--- config.mk ---
export PLATFORM = sky130hd
export DESIGN_NAME = fb_writer
export DESIGN_NICKNAME = d
export VERILOG_FILES = /design/src/rtl/fb_writer_pkg.sv /design/src/rtl/fb_writer_pixel_fifo.sv /design/src/rtl/fb_writer.sv
export SDC_FILE = /design/constraint.sdc
export NUM_CORES = 1
export LEC_CHECK = 0
export CAP_MARGIN = 40
export CORE_MARGIN = 3
export CORE_UTILIZATION = 56
export CTS_BUF_LIST = sky130_fd_sc_hd__clkbuf_4
export CTS_CLUSTER_SIZE = 14
export DETAILED_ROUTE_END_ITERATION = 7
export PLACE_DENSITY = 0.85
export RECOVER_POWER = 100
export SYNTH_ARGS = -nofsm -noshare
export SYNTH_HDL_FRONTEND = slang
export SYNTH_SLANG_ARGS = --single-unit
--- constraint.sdc ---
create_clock -name CLK -period 5.4 [get_ports CLK]
set_clock_uncertainty 0.05 [all_clocks]
set_input_delay 0.54 -clock CLK [delete_from_list [all_inputs] [get_ports CLK]]
set_output_delay 0.54 -clock CLK [all_outputs]
set_load 0.005 [all_outputs]
--- src/rtl/fb_writer_pkg.sv ---
// Shared constants and types for the framebuffer writer: word format,
// default framebuffer geometry, FIFO entry layout and deserializer states.
package fb_writer_pkg;

    localparam int W          = 16;
    localparam int FRAC       = 6;
    localparam int WIDTH_DEF  = 320;
    localparam int HEIGHT_DEF = 240;
    localparam int AW_DEF     = 17;
    localparam int DEPTH_DEF  = 4;

    typedef struct packed {
        logic [AW_DEF-1:0] addr;
        logic [W-1:0]      color;
    } pix_entry_t;

    typedef enum logic [1:0] {
        DS_IDLE  = 2'd0,
        DS_SHIFT = 2'd1,
        DS_PUSH  = 2'd2
    } des_state_e;

endpackage

--- src/rtl/fb_writer_pixel_fifo.sv ---
// Synchronous pixel FIFO; the head entry comes straight from storage, so
// there is no combinational path from push to the read side.
module pixel_fifo
    import fb_writer_pkg::*;
#(
    parameter type entry_t = pix_entry_t,
    parameter int  DEPTH   = DEPTH_DEF
) (
    input  logic   CLK,
    input  logic   RST,
    input  logic   push_i,
    input  entry_t wdata_i,
    input  logic   pop_i,
    output entry_t rdata_o,
    output logic   full_o,
    output logic   empty_o
);

    localparam int PW = $clog2(DEPTH);

    // Extra pointer bit distinguishes full from empty when the indices match.
    logic [PW:0] wr_ptr_q, rd_ptr_q;
    entry_t      mem_q [DEPTH];
    logic        do_push, do_pop;

    assign empty_o = (wr_ptr_q == rd_ptr_q);
    assign full_o  = (wr_ptr_q[PW] != rd_ptr_q[PW]) &&
                     (wr_ptr_q[PW-1:0] == rd_ptr_q[PW-1:0]);
    assign do_pop  = pop_i && !empty_o;
    assign do_push = push_i && (!full_o || pop_i);
    assign rdata_o = mem_q[rd_ptr_q[PW-1:0]];

    // NOTE: sequential state uses non-blocking assignments so every register samples pre-edge values.
    always_ff @(posedge CLK or posedge RST) begin
        if (RST) begin
            wr_ptr_q <= '0;
            rd_ptr_q <= '0;
        end else begin
            if (do_push) wr_ptr_q <= wr_ptr_q + 1'b1;
            if (do_pop)  rd_ptr_q <= rd_ptr_q + 1'b1;
        end
    end

    // NOTE: storage is not reset; the pointers alone define which entries are live.
    always_ff @(posedge CLK) begin
        if (do_push) mem_q[wr_ptr_q[PW-1:0]] <= wdata_i;
    end

endmodule

--- src/rtl/fb_writer.sv ---
// Framebuffer writer: deserializes X/Y/colour lanes, bounds-checks the pixel,
// queues it and drives the valid/ready write port; reports triangle completion.
module fb_writer
    import fb_writer_pkg::*;
#(
    parameter int WIDTH  = WIDTH_DEF,
    parameter int HEIGHT = HEIGHT_DEF,
    parameter int AW     = AW_DEF,
    parameter int DEPTH  = DEPTH_DEF
) (
    input  logic          CLK,
    input  logic          RST,
    input  logic          PSTART,
    input  logic          VALID,
    input  logic          PX,
    input  logic          PY,
    input  logic          C,
    input  logic          DONE,
    output logic          WE,
    input  logic          WREADY,
    output logic [AW-1:0] WADDR,
    output logic [W-1:0]  WDATA,
    output logic          TRI_DONE,
    output logic          OVF,
    output logic          ERR
);

    localparam int                BW       = $clog2(W);
    localparam logic [BW-1:0]     LAST_BIT = BW'(W - 1);

    typedef struct packed {
        logic [AW-1:0] addr;
        logic [W-1:0]  color;
    } wr_entry_t;

    des_state_e    state_q;
    logic [BW-1:0] cnt_q;
    logic [W-1:0]  x_sr_q, y_sr_q, c_sr_q;
    logic          vflag_q, err_q;
    logic          pending_q, pending_d;
    logic          ovf_q, ovf_d;

    logic [W-1:0]  xi, yi;
    logic          in_bounds, push, pop, full, empty, tri_fire;
    wr_entry_t     push_entry, head;

    // Deserializer: a PSTART in PUSH starts the next word, mid-word it restarts and flags ERR.
    always_ff @(posedge CLK or posedge RST) begin
        if (RST) begin
            state_q <= DS_IDLE;
            cnt_q   <= '0;
            x_sr_q  <= '0;
            y_sr_q  <= '0;
            c_sr_q  <= '0;
            vflag_q <= 1'b0;
            err_q   <= 1'b0;
        end else begin
            if (PSTART || state_q == DS_SHIFT) begin
                x_sr_q <= {x_sr_q[W-2:0], PX};
                y_sr_q <= {y_sr_q[W-2:0], PY};
                c_sr_q <= {c_sr_q[W-2:0], C};
            end
            case (state_q)
                DS_SHIFT: begin
                    if (PSTART) begin
                        err_q   <= 1'b1;
                        cnt_q   <= BW'(1);
                        vflag_q <= VALID;
                    end else begin
                        cnt_q <= cnt_q + 1'b1;
                        if (cnt_q == LAST_BIT) state_q <= DS_PUSH;
                    end
                end
                default: begin
                    if (PSTART) begin
                        cnt_q   <= BW'(1);
                        vflag_q <= VALID;
                        state_q <= DS_SHIFT;
                    end else begin
                        state_q <= DS_IDLE;
                    end
                end
            endcase
        end
    end

    // Arithmetic shift floors negative coordinates; the sign test rejects them anyway.
    assign xi        = W'($signed(x_sr_q) >>> FRAC);
    assign yi        = W'($signed(y_sr_q) >>> FRAC);
    assign in_bounds = !x_sr_q[W-1] && (int'(xi) < WIDTH) &&
                       !y_sr_q[W-1] && (int'(yi) < HEIGHT);
    assign push_entry = '{addr: AW'(yi) * AW'(WIDTH) + AW'(xi), color: c_sr_q};
    assign push       = (state_q == DS_PUSH) && vflag_q && in_bounds;
    assign pop        = !empty && WREADY;

    pixel_fifo #(
        .entry_t (wr_entry_t),
        .DEPTH   (DEPTH)
    ) u_fifo (
        .CLK     (CLK),
        .RST     (RST),
        .push_i  (push),
        .wdata_i (push_entry),
        .pop_i   (pop),
        .rdata_o (head),
        .full_o  (full),
        .empty_o (empty)
    );

    // A DONE that coincides with the completion pulse is absorbed, never re-armed.
    assign tri_fire  = pending_q && (state_q == DS_IDLE) && empty;
    assign pending_d = tri_fire ? 1'b0 : (pending_q | DONE);
    assign ovf_d     = ovf_q | (push && full && !pop);

    always_ff @(posedge CLK or posedge RST) begin
        if (RST) begin
            pending_q <= 1'b0;
            ovf_q     <= 1'b0;
        end else begin
            pending_q <= pending_d;
            ovf_q     <= ovf_d;
        end
    end

    assign WE       = !empty;
    assign WADDR    = empty ? '0 : head.addr;
    assign WDATA    = empty ? '0 : head.color;
    assign TRI_DONE = tri_fire;
    assign OVF      = ovf_q;
    assign ERR      = err_q;

endmodule

==> impl_summary.md <==
Logic synthesis
When the netlist entered floorplanning its net count stood at 539. The area share of xor/xnor cells in the synthesized design is 2.387%. Of the total synthesized cell area, the portion taken by AND, OR, NAND and NOR gates is 5.931%.

The most common flop cell mapped by yosys is sky130_fd_sc_hd__edfxtp_1. In this run, synthesis inferred 132 flip-flops with an integrated enable. The main combinational cell family by area after synthesis is multiplexers. In this run, distinct cell masters in the synthesized netlist total 46. Sequential elements use 65.95% of the synthesized area. The mapped netlist covers 8438 µm². For this run, the number of Yosys warnings is 0.

The share of synthesized cell area in full adder, half adder and majority cells is 5.516%. The mean instance size in the synthesized netlist is 17.08 µm². The async set-reset flop share out of synthesis is 32.65%. Synthesis produced a netlist whose cell count is 494. The register bit count reported by yosys is 196. The synthesized netlist devotes 3.455% of its cell area to compound gates. The portion of synthesized area spent on multiplexers is 15.20%.

Power
The analysis attributes to net switching a power of 1.068 mW. The relative contribution of sequential cells to total power is 45.0%. IR analysis of the VDD net gives a maximum drop of 0.0001704 V.

The cell-internal power is 2.832 mW. The fraction of power consumed by combinational cells is 32.1%. The power per cell area is 414.9 nW/µm². Net switching is 27.38% of the power. The analysis attributes to cell leakage a power of 3.412 nW. The clock network accounts for 22.9% of the total power.

Route
The first-pass iteration count of the detailed router is 5. The DRC marker count from the first detailed-route iteration is 327. In the routed layout, each cell is associated on average with a via count of 5.755. The total number of vias is 4293. The met1 layer wirelength in the final routing is 6.199 mm. Dividing the detail-routed wire length by the instance count gives 18.83 µm.

After detailed routing, the number of remaining DRC violations is 0. After detailed routing, no signal wire sits above met4. The routed design uses 561 µm of met3 wire. The wire length after detailed routing is 14.05 mm. The wire length on met2 is 7.151 mm.

The detail route stage leaves a number of antenna-violating nets equal to 0.

Global route
The total global routing track utilization is 18.37%. The number of global-route vias before repair is 4466. The largest net degree at the start of global routing is 65. The number of antenna violations at the first check in global routing is 1. The total congestion overflow after global routing is 0.

The wire length of the first global-routing pass is 23.16 mm.

Layout
The filler cell count in the final layout is 1017. The layout overhead on the synthesized area is 11.40%. The library cell used most frequently in the layout, excluding fill and tap cells, is sky130_fd_sc_hd__edfxtp_1. The finished layout holds 746 standard cells, fillers aside.

The top cell types in the final layout, fill and taps aside, are sky130_fd_sc_hd__edfxtp_1, sky130_fd_sc_hd__dfrtp_1, sky130_fd_sc_hd__mux2_2, sky130_fd_sc_hd__ha_1, sky130_fd_sc_hd__mux4_2. The number of nets in the layout is 592. The proportion of layout cells with a drive suffix above 1 is 20.18%.

Clock network
The clock latency of the later-clocked register in the worst-skew pair is 0.56 ns. The number of resized instances in the post-cts repair step is 0. The clock-pin slew on the worst setup and hold paths is 0.14 ns. The tree is rooted in a sky130_fd_sc_hd__clkbuf_4. The number of setup buffers added after CTS is 0. The number of levels the H-tree was split into is 4. The number of sinks driven by the clock tree is 196.

The clock tree from TritonCTS is built. The number of hold buffers added after CTS was 0. The total clock buffers created by CTS is 17. The longest clock path from root to sink contains 2 buffers.

Die
The number of top-level design ports is 46. From left edge to right edge, the die measures 128.8 µm. In this run the standard cell core region covers 14640 µm². The initial utilization of the core area, before any placement, comes to 57.62%.

The die covers 16580 µm². The initialized floorplan defines 44 standard-cell rows. Measured along the y axis, the die boundary spans 128.8 µm.

STA
After layout, the worst path uses 75.04% of the clock period. Based on the critical path, the design can be clocked at up to 246.8 MHz. Setup total negative slack on the finished layout was measured at 0 ns. The routed design could run at a clock period as short as 4.052 ns. The number of pins with negative max-slew slack in the final report is 200. The actual slew at the worst max-slew pin is 3.421 ns. The count of endpoints failing hold in the final timing report came to 0. The number of setup violations in the final report is 0. Setup repair after global routing left no endpoint under its margin. The max-slew headroom at the worst pin is -128.1%.

Outcome
The final reports fail on capacitance limit, slew limit. The flow ran to the end, but the final reports show violations.

Critical path
The critical path capture point type is a primary output. STA classifies the critical path startpoint as a flip-flop. The critical path required time is 4.81 ns. Data arrives at the worst endpoint at 3.46 ns. The startpoint-to-endpoint class of the critical path is flip-flop to primary output.

The maximum fanout along the worst path is 37.

Placement
The routability-driven placement congestion ratio is 0.8091. In this run, placement finished with an instance count of 712. The HPWL after detailed placement is 8.618 mm.

The number of I/O port buffers is 45.

Min path
The min-delay analysis places its worst path in the category flip-flop to flip-flop.

Flow run
The number of maximum-capacitance constraint violations is 5.
## metrics by stage
step	instance area, µm²	hold slack, ns	worst slack (ns)	utilization [%]	power [mW]
CTS	9435	0.4198	1.670	64.43	3.987
global placement	9087	0.3900	2.061	62.06	3.048
floorplan	8438	0.4010	2.210	-	2.582
detailed placement	9087	0.3974	1.988	62.06	3.097
global route	9400	0.4165	0.7863	64.19	4.116
finish	9400	0.4191	1.348	64.19	3.900
## power groups by stage
stage	clock, mW	sequential [mW]	combinational (mW)
floorplan	0	1.77	0.810
global placement	0	1.78	1.27
detailed placement	0	1.79	1.31
CTS	0.912	1.75	1.32
global route	0.977	1.76	1.38
finish	0.892	1.75	1.25
## critical path, stage by stage, from the launching register on
cell and delay [ns]:
sky130_fd_sc_hd__dfrtp_1 0.43, sky130_fd_sc_hd__xnor2_1 0.32, sky130_fd_sc_hd__nand2_1 0.81, sky130_fd_sc_hd__nor4b_1 0.69, sky130_fd_sc_hd__dlygate4sd3_1 0.65
## Yosys cell counts (all sizes together) (5+ instances only)
library cell | instances | area [µm²]
o21ai | 10 | 50.04
mux2 | 47 | 529.3
inv | 11 | 41.29
xor2 | 10 | 87.58
ha | 34 | 425.4
and2 | 37 | 234.0
dfrtp | 64 | 1602
nor2 | 14 | 55.06
xnor2 | 13 | 113.9
a21o | 9 | 67.56
a21oi | 12 | 60.06
mux4 | 33 | 743.2
edfxtp | 132 | 3964
buf | 11 | 63.81
clkbuf | 7 | 26.28
nor3 | 5 | 36.29
nand2 | 9 | 36.29
## worst paths after layout
path | from | cells past startpoint | endpoint | slack (ns)
setup / recovery | u_fifo.rd_ptr_q[2] | 4 | TRI_DONE | 1.35
hold / removal | ERR | 1 | ERR | 0.42
setup reg to reg | y_sr_q[14] | 7 | u_fifo.mem_q[2][19] | 1.40
hold reg to reg | ERR | 1 | ERR | 0.42
max in group asynchronous | RST | 3 | u_fifo.rd_ptr_q[0] | 1.61
min in group asynchronous | RST | 3 | cnt_q[3] | 1.53
## per-layer routing
layer	up-vias	track usage, %
met1	2214	24.51
met3	12	4.483
met4	0	6.177
met2	82	30.03
li1	1985	-
met5	-	0
## registers in the layout (all words and copies together), names as in the netlist
signal / cells
x_sr_q: 16
c_sr_q: 16
u_fifo.wr_ptr_q: 3
state_q: 2
pending_q: 1
OVF: 1
vflag_q: 1
ERR: 1
u_fifo.mem_q: 132
cnt_q: 4
u_fifo.rd_ptr_q: 3
y_sr_q: 16
## cell type report
cell class / count / area (µm²) / share of cell area [%]
antenna: 2 / 5.005 / 0.05324
clock buffer: 19 / 142.6 / 1.517
clock inverter: 13 / 205.2 / 2.183
inverter: 11 / 41.29 / 0.4392
multi-input combinational: 269 / 2725 / 28.99
sequential: 196 / 5567 / 59.22
tap: 184 / 230.2 / 2.449
timing repair buffer: 52 / 484.2 / 5.151
## kinds of logic after synthesis
kind of cell	after synthesis
mux	81
buf+inv	29
simple gates	84
fa+ha+maj	36
compound gates	45
flops	196
xor+xnor	23
(Power assumes the default switching activity.)
